File: src/rtl/mult_share_ctrl.sv
// Round-robin controller sharing one start/done repeated-addition multiplier
// among N_REQ requesters, with zero short-circuit and a WAIT-state watchdog.
module mult_share_ctrl #(
    parameter int N_REQ       = 4,
    parameter int W           = 8,
    parameter int TIMEOUT_CYC = 270
) (
    input  logic                     clk,
    input  logic                     rst_n,
    input  logic [N_REQ-1:0]         req,
    input  logic [N_REQ*W-1:0]       a_in,
    input  logic [N_REQ*W-1:0]       b_in,
    output logic [N_REQ-1:0]         gnt,
    output logic                     rsp_valid,
    output logic [$clog2(N_REQ)-1:0] rsp_id,
    output logic [2*W-1:0]           rsp_data,
    output logic                     rsp_err,
    output logic                     busy,
    output logic                     mul_start,
    output logic [W-1:0]             mul_a,
    output logic [W-1:0]             mul_b,
    input  logic [2*W-1:0]           mul_out,
    input  logic                     mul_done
);

    localparam int ID_W = $clog2(N_REQ);
    localparam int WD_W = $clog2(TIMEOUT_CYC + 1);

    typedef enum logic [2:0] {IDLE, LOAD, START, WAIT, RESP} state_t;

    state_t           state, state_nxt;
    logic [ID_W-1:0]  ptr, id_q, g;
    logic             found;
    logic [W-1:0]     a_q, b_q;
    logic [WD_W-1:0]  wd;
    logic             zero_op, done_ok, tmo;
    logic [N_REQ-1:0] gnt_nxt;
    logic             start_nxt, valid_nxt;

    // Rotating-priority search starting at ptr.
    always_comb begin
        int unsigned idx;
        found = 1'b0;
        g     = '0;
        idx   = 0;
        for (int unsigned k = 0; k < N_REQ; k++) begin
            idx = (32'(ptr) + k) % N_REQ;
            if (!found && req[idx]) begin
                found = 1'b1;
                g     = idx[ID_W-1:0];
            end
        end
    end

    assign zero_op = (a_q == '0) || (b_q == '0);
    // First WAIT cycle (wd==0) ignores a possibly stale done level.
    assign done_ok = (wd != '0) && mul_done;
    assign tmo     = (wd == WD_W'(TIMEOUT_CYC - 1));

    always_comb begin
        state_nxt = state;
        case (state)
            IDLE:    if (found) state_nxt = LOAD;
            LOAD:    state_nxt = zero_op ? RESP : START;
            START:   state_nxt = WAIT;
            WAIT:    if (done_ok || tmo) state_nxt = RESP;
            RESP:    state_nxt = IDLE;
            default: state_nxt = IDLE;
        endcase
    end

    always_comb begin
        gnt_nxt = '0;
        if (state == IDLE && found) gnt_nxt[g] = 1'b1;
        start_nxt = (state == LOAD) && !zero_op;
        valid_nxt = (state_nxt == RESP);
    end

    always_ff @(posedge clk or negedge rst_n) begin
        if (!rst_n) begin
            state     <= IDLE;
            ptr       <= '0;
            id_q      <= '0;
            a_q       <= '0;
            b_q       <= '0;
            wd        <= '0;
            gnt       <= '0;
            busy      <= 1'b0;
            mul_start <= 1'b0;
            mul_a     <= '0;
            mul_b     <= '0;
            rsp_valid <= 1'b0;
            rsp_id    <= '0;
            rsp_data  <= '0;
            rsp_err   <= 1'b0;
        end else begin
            state     <= state_nxt;
            gnt       <= gnt_nxt;
            busy      <= (state_nxt != IDLE);
            mul_start <= start_nxt;
            rsp_valid <= valid_nxt;
            case (state)
                IDLE: if (found) begin
                    id_q <= g;
                    a_q  <= a_in[g*W +: W];
                    b_q  <= b_in[g*W +: W];
                    ptr  <= (g == ID_W'(N_REQ - 1)) ? '0 : g + 1'b1;
                end
                LOAD: if (zero_op) begin
                    rsp_id   <= id_q;
                    rsp_data <= '0;
                    rsp_err  <= 1'b0;
                end else begin
                    // Smaller operand drives the iteration count.
                    mul_a <= (a_q >= b_q) ? a_q : b_q;
                    mul_b <= (a_q >= b_q) ? b_q : a_q;
                end
                START: wd <= '0;
                WAIT: begin
                    wd <= wd + 1'b1;
                    if (done_ok) begin
                        rsp_id   <= id_q;
                        rsp_data <= mul_out;
                        rsp_err  <= 1'b0;
                    end else if (tmo) begin
                        rsp_id   <= id_q;
                        rsp_data <= '0;
                        rsp_err  <= 1'b1;
                    end
                end
                default: ;
            endcase
        end
    end

endmodule

File: config.mk
export PLATFORM = sky130hd
export DESIGN_NAME = mult_share_ctrl
export DESIGN_NICKNAME = d
export VERILOG_FILES = /design/src/rtl/mult_share_ctrl.sv
export SDC_FILE = /design/constraint.sdc
export NUM_CORES = 1
export LEC_CHECK = 0
export CAP_MARGIN = 0
export CORE_MARGIN = 5
export CORE_UTILIZATION = 40
export DETAILED_ROUTE_END_ITERATION = 10
export MAX_ROUTING_LAYER = met4
export PLACE_DENSITY = 0.79
export SKIP_LAST_GASP = 1
export SLEW_MARGIN = 0
export SYNTH_ARGS = -nofsm -noshare
export SYNTH_HDL_FRONTEND = slang
export SYNTH_SLANG_ARGS = --single-unit
File: constraint.sdc
create_clock -name clk -period 1.85 [get_ports clk]
set_input_delay 0.37 -clock clk [delete_from_list [all_inputs] [get_ports clk]]
set_output_delay 0.37 -clock clk [all_outputs]
set_load 0.005 [all_outputs]
* Yosys cells after proc, flatten, opt, wreduce, memory -nomap -nowiden
Cells that the tools add are included.
** Word-level totals
- Logic and storage cells :: 100
- Input bits :: 87
- Output and inout bits :: 42
- Register bits :: 74
** Cells by class
- Mux-type cells :: 39
- $add $sub $neg :: 5
- Bitwise operators :: 1
- Shift-type cells :: 2
- Reductions and logical operators :: 23
- Equal/unequal tests :: 8
- $lt $le $gt $ge :: 7
** Operators by type and width (count)
- 32-bit by 6-bit variable part select with 8-bit output :: 2
- 16-bit two-way mux :: 3
- 16-bit case mux with 2 select lines :: 1
- 9-bit case mux with 2 select lines :: 1
- 8-bit zero test :: 2
- 2-bit two-way mux :: 8
- 8-bit two-way mux :: 2
- 2-bit by 3-bit < comparator with 1-bit output, second input constant :: 5
- 1-bit two-way mux :: 12
- 3-bit case mux with 4 select lines :: 1
- 9-bit by 1-bit adder with 9-bit output, second input constant :: 1
- 9-bit equality test, second input constant :: 1
- 3-bit two-way mux :: 3
- 9-bit nonzero test :: 1
- 1-bit binary-select mux with 2-bit select :: 4
- 8-bit >= comparator :: 1
- 1-bit logical AND :: 7
- 3-bit by 2-bit equality test with 1-bit output, second input constant :: 2
- 2-bit by 1-bit adder with 2-bit output, second input constant :: 2
- 2-bit adder, second input constant :: 2
- 1-bit zero test :: 4
- 4-bit two-way mux :: 1
- 2-bit case mux with 2 select lines :: 1
- 2-bit AND reduction :: 2
- 14 further kinds :: 16

* Depth between registers and ports, before layout
- Depth after elaboration :: 17
- Gate-level depth with buffers :: 8
- Gate-level depth less buffers :: 7

* Least setup slack after synthesis
Ideal clock, no wire load.
- Kind :: flip-flop to flip-flop
- Start point :: reg wd[0]
- End point :: reg rsp_id[0]
- Arrival time :: 1.916 ns
- Stages on the path, launching flop included :: 9
- Buffers on the path :: 1
- Period minus slack after synthesis :: 2.041 ns
- Setup slack :: -0.191 ns
- Cells stage by stage :: dfrtp_1 inv_1 ha_1 or4b_4 o21ai_2 o21a_2 o22a_4 buf_6 mux2_4
** Between the ends
- Word-level cells in the longest chain between the ends :: 4
- Elaborated cells between the ends (all ways) :: 7
** Ends and longest elaborated chain
- from (decl) :: RTL line 35 : logic [WD_W-1:0] wd;
- from (signal assigned) :: RTL line 120 : wd <= wd + 1'b1;
- 9-bit nonzero test :: RTL line 57 : assign done_ok = (wd != '0) && mul_done;
- 1-bit logical AND :: RTL line 57
- 3-bit inequality test (no line) / 2-bit two-way mux (equally long branches)
- 3-bit AND reduction (no line) / 2-bit case mux with 2 select lines (equally long branches)
- to (signal assigned) :: RTL line 110 : rsp_id <= id_q;
- to (signal assigned) :: RTL line 122 : rsp_id <= id_q;
- to (signal assigned) :: RTL line 126 : rsp_id <= id_q;
- to (decl) :: RTL line 15 : output logic [$clog2(N_REQ)-1:0] rsp_id,
Several ways; a longest one is shown, not always the timed one.
A chain may end at the register's enable or synchronous reset.

* Final worst setup path
- Start point :: reg wd[1]
- End point :: reg rsp_id[0]
Same word-level chain as after synthesis.

==> metrics <==
status complete, but fails checks; failing checks setup timing; PD cells about 1700 nW/um^2; Mean Syn Cell Area ~10 sq um; leakage 2.72 nW; Critical path buffers and inverters 1; Worst setup SP type flop; CP max-delay cell or4b_4; worst hold path class reg -> reg; dpl ws -0.589 ns; # setup viols final 36; crit-path max cell delay around 0.48 ns; Total Routing Usage GR 21.1%; CTS tree done; row count 36; sequential share of the synthesized area 46.0%; RR Startpoint wd[1]$_DFFE_PN0P_; initial antenna violation count 0; crit end category flop; core area between 9000 and 10000 sq um; Cell Area, Synth approximately 4000 sq um; Synth cell types 50; Post-Route WL ~13 mm; Setup TNS Final -3.42 ns; CTS Buffer Depth 2; Sw Share just over 40%; FILL cells 772; post-DR wirelength/cell between 15 and 20 um; crit share post-route 109%; Critical Path Stages 7; Slew HR 56.3%; Yosys reg bits 74; Pint approximately 6.6 mW; dpl hpwl 9.27 mm; P_sw 4.63 mW; DRC violation total after the first TritonRoute iteration 220; crit path launch wd[1]$_DFFE_PN0P_; top cells by count, synth dfrtp_1, nor2_1, o21ai_0, nand3_1, nand2_1; Post-Synth Simple-Gate Area about 15%; RSZ-0062 raised after global routing yes; Max Freq between 0.4 and 0.5 GHz; first-pass GRT wire length between 15 and 20 mm; worst-path cell chain inv_2, ha_4, or4b_4, o21ai_4, o21a_2, o22a_4, mux2_4; Critical Path Fanout Max 4; combinational share of power a little under two thirds; Ys Warns 0; worst setup margin -0.167 ns; sequential power share about a quarter; routed vias/inst 5.58; Final Hold Viols 0; Compound-Gate Fraction of Synth Area 23.1%; max-slew violation count 0; largest net degree at the start of global routing 42; Worst path top cell family by delay compound AO/OA/AOI/OAI gates; synth top area cells dfrtp_1, mux2i_1, ha_1; Initial Util 41.0%; Crit path arrival time between 2 and 2.5 ns; r2r setup slk -0.17 ns; dominant synthesized flop cell dfrtp_1; via count a little over 4000; r2r endpoint rsp_id[0]$_DFFE_PN0P_; Mapped Nets 506; final net count approximately 690; vias in the first global route approximately 4000; Die Height 110 um; Overflow after GRT 0; Worst Reg-to-Reg Cells 7; Req. time, crit path 2.08 ns; die area 12200 sq um; largest family of logic cells by synthesized area compound AO/OA/AOI/OAI gates; mux contribution to synthesized area approximately 5.4%; Placer Congestion around 0.85; layout cells sized above 1 25.0%; Post-Synthesis Cells between 400 and 500; n_diodes 0; cell with the most instances after synthesis dfrtp_1; Setup Crit Path Kind reg -> reg; Final Hold Slack about 0.49 ns; Hold Path Origin id_q[0]$_DFFE_PN0P_; share of the synthesized area in the top cell type around 46%; Max-Cap Viols 0; Max IR drop VDD 0.709 mV; Clock transition at path regs 0.08 ns; Die Width 110 um; clk root buf clkbuf_8; post-synthesis adder-cell area fraction approximately 4.7%; Post-synth ARST share between 90% and 100%; Remaining DRCs 0; Synth area leader dfrtp_1; worst-margin pin slew approximately 0.65 ns; Ports 129; number of enable flip-flop cells after synthesis 0; Synth Area in XOR/XNOR less than 1%; cell area after layout 6520 sq um; Num CTS Buffers 9; Hold EP id_q[0]$_DFFE_PN0P_; post-route ant nets 0; Sink Count between 70 and 80; Clk Latency, worst-skew pair ~0.35 ns; placed cell area 5860 sq um; number of iterations in the first detailed-routing pass 4; Area growth, synth to finish 61.7%; port bufs between 100 and 150; H-tree levels 3; Setup Skew 0.00770 ns; hold depth 2; Clock power frac a little under an eighth; min Tclk post-route ~2.0 ns
[cell type report]
class / count / area [sq um] / area share [%]
multi-input combinational: 282 / 2310 / 35.5
tap: 133 / 166 / 2.55
clock inverter: 4 / 48.8 / 0.749
inverter: 19 / 73.8 / 1.13
timing repair buffer: 198 / 1900 / 29.2
sequential: 74 / 1850 / 28.4
clock buffer: 12 / 165 / 2.54
[cell usage in the layout (no fill, tap or decap), types with 9 or more instances in the layout]
cell,Yosys,routed
a22o_1,17,17
o211ai_1,9,9
mux2i_1,19,15
nand4_1,19,19
inv_1,18,15
nand3_2,1,17
o21ai_1,0,9
dfrtp_1,74,74
a211o_1,16,16
ha_1,15,10
buf_4,4,60
nor2_1,26,23
clkbuf_8,0,12
nand2_1,20,20
o31ai_1,18,18
clkdlybuf4s50_1,0,126
a31oi_1,16,15
o21ai_0,24,14
[worst register-to-register path: stages, from the launching register on]
cell     delay, ns
dfrtp_1       0.39
inv_2         0.09
ha_4          0.14
or4b_4        0.48
o21ai_4       0.16
o21a_2        0.17
o22a_4        0.18
mux2_4        0.30
[worst max-delay path by stage]
stage               slack (ns)               endpoint
floorplan                -0.17  rsp_id[0]$_DFFE_PN0P_
global placement         -0.52     a_q[5]$_DFFE_PN0P_
detailed placement       -0.59     b_q[4]$_DFFE_PN0P_
CTS                      -0.19  rsp_id[0]$_DFFE_PN0P_
global route             -0.21  rsp_id[0]$_DFFE_PN0P_
finish                   -0.17  rsp_id[0]$_DFFE_PN0P_
[power by group through the flow]
| stage | sequential, mW | combinational (mW) | clock [mW] |
|---|---|---|---|
| after detailed placement | 2.75 | 5.61 | 0 |
| final | 2.74 | 7.15 | 1.33 |
| after global placement | 2.71 | 5.41 | 0 |
| after floorplan | 2.77 | 2.99 | 0 |
| after CTS | 2.72 | 6.42 | 1.34 |
| after global routing | 2.81 | 7.70 | 1.42 |
[repair_timing]
action | in CTS | in global routing
pin swaps | 8 | 39
buffers inserted | 3 | 5
resized for setup | 33 | 45
gates cloned | 2 | 0
setup endpoints to repair | 52 | 53
hold endpoints to repair | 33 | 0
hold buffers | 1 | 0
[registers in the layout, summed over array words and instances (netlist names)]
signal	flops
wd	9
id_q	2
rsp_err	1
b_q	8
busy	1
gnt	4
mul_b	8
rsp_valid	1
mul_a	8
rsp_id	2
mul_start	1
ptr	2
a_q	8
rsp_data	16
state	3
[cells by family after synthesis]
group | after synthesis
AOI/OAI and AO/OA | 128
xor gates and xnor gates | 1
adders and majority gates | 15
buffers and inverters | 49
DFF | 74
muxes | 21
and+or+nand+nor | 116
[stage by stage]
stage | power [mW] | cells | utilization, %
floorplan | 5.77 | 404 | -
global placement | 8.12 | 695 | 59.7
detailed placement | 8.36 | 695 | 59.7
CTS | 10.5 | 717 | 64.1
global route | 11.9 | 722 | 66.3
finish | 11.2 | 722 | 66.3
[routing by layer]
layer / GRT usage [%] / routed length [um]
met4: 7.12 / 125
met5: - / 0
met1: 26.4 / 5510
met3: 3.20 / 855
met2: 35.0 / 6360
No activity file was read; power rests on OpenSTA's default activity.
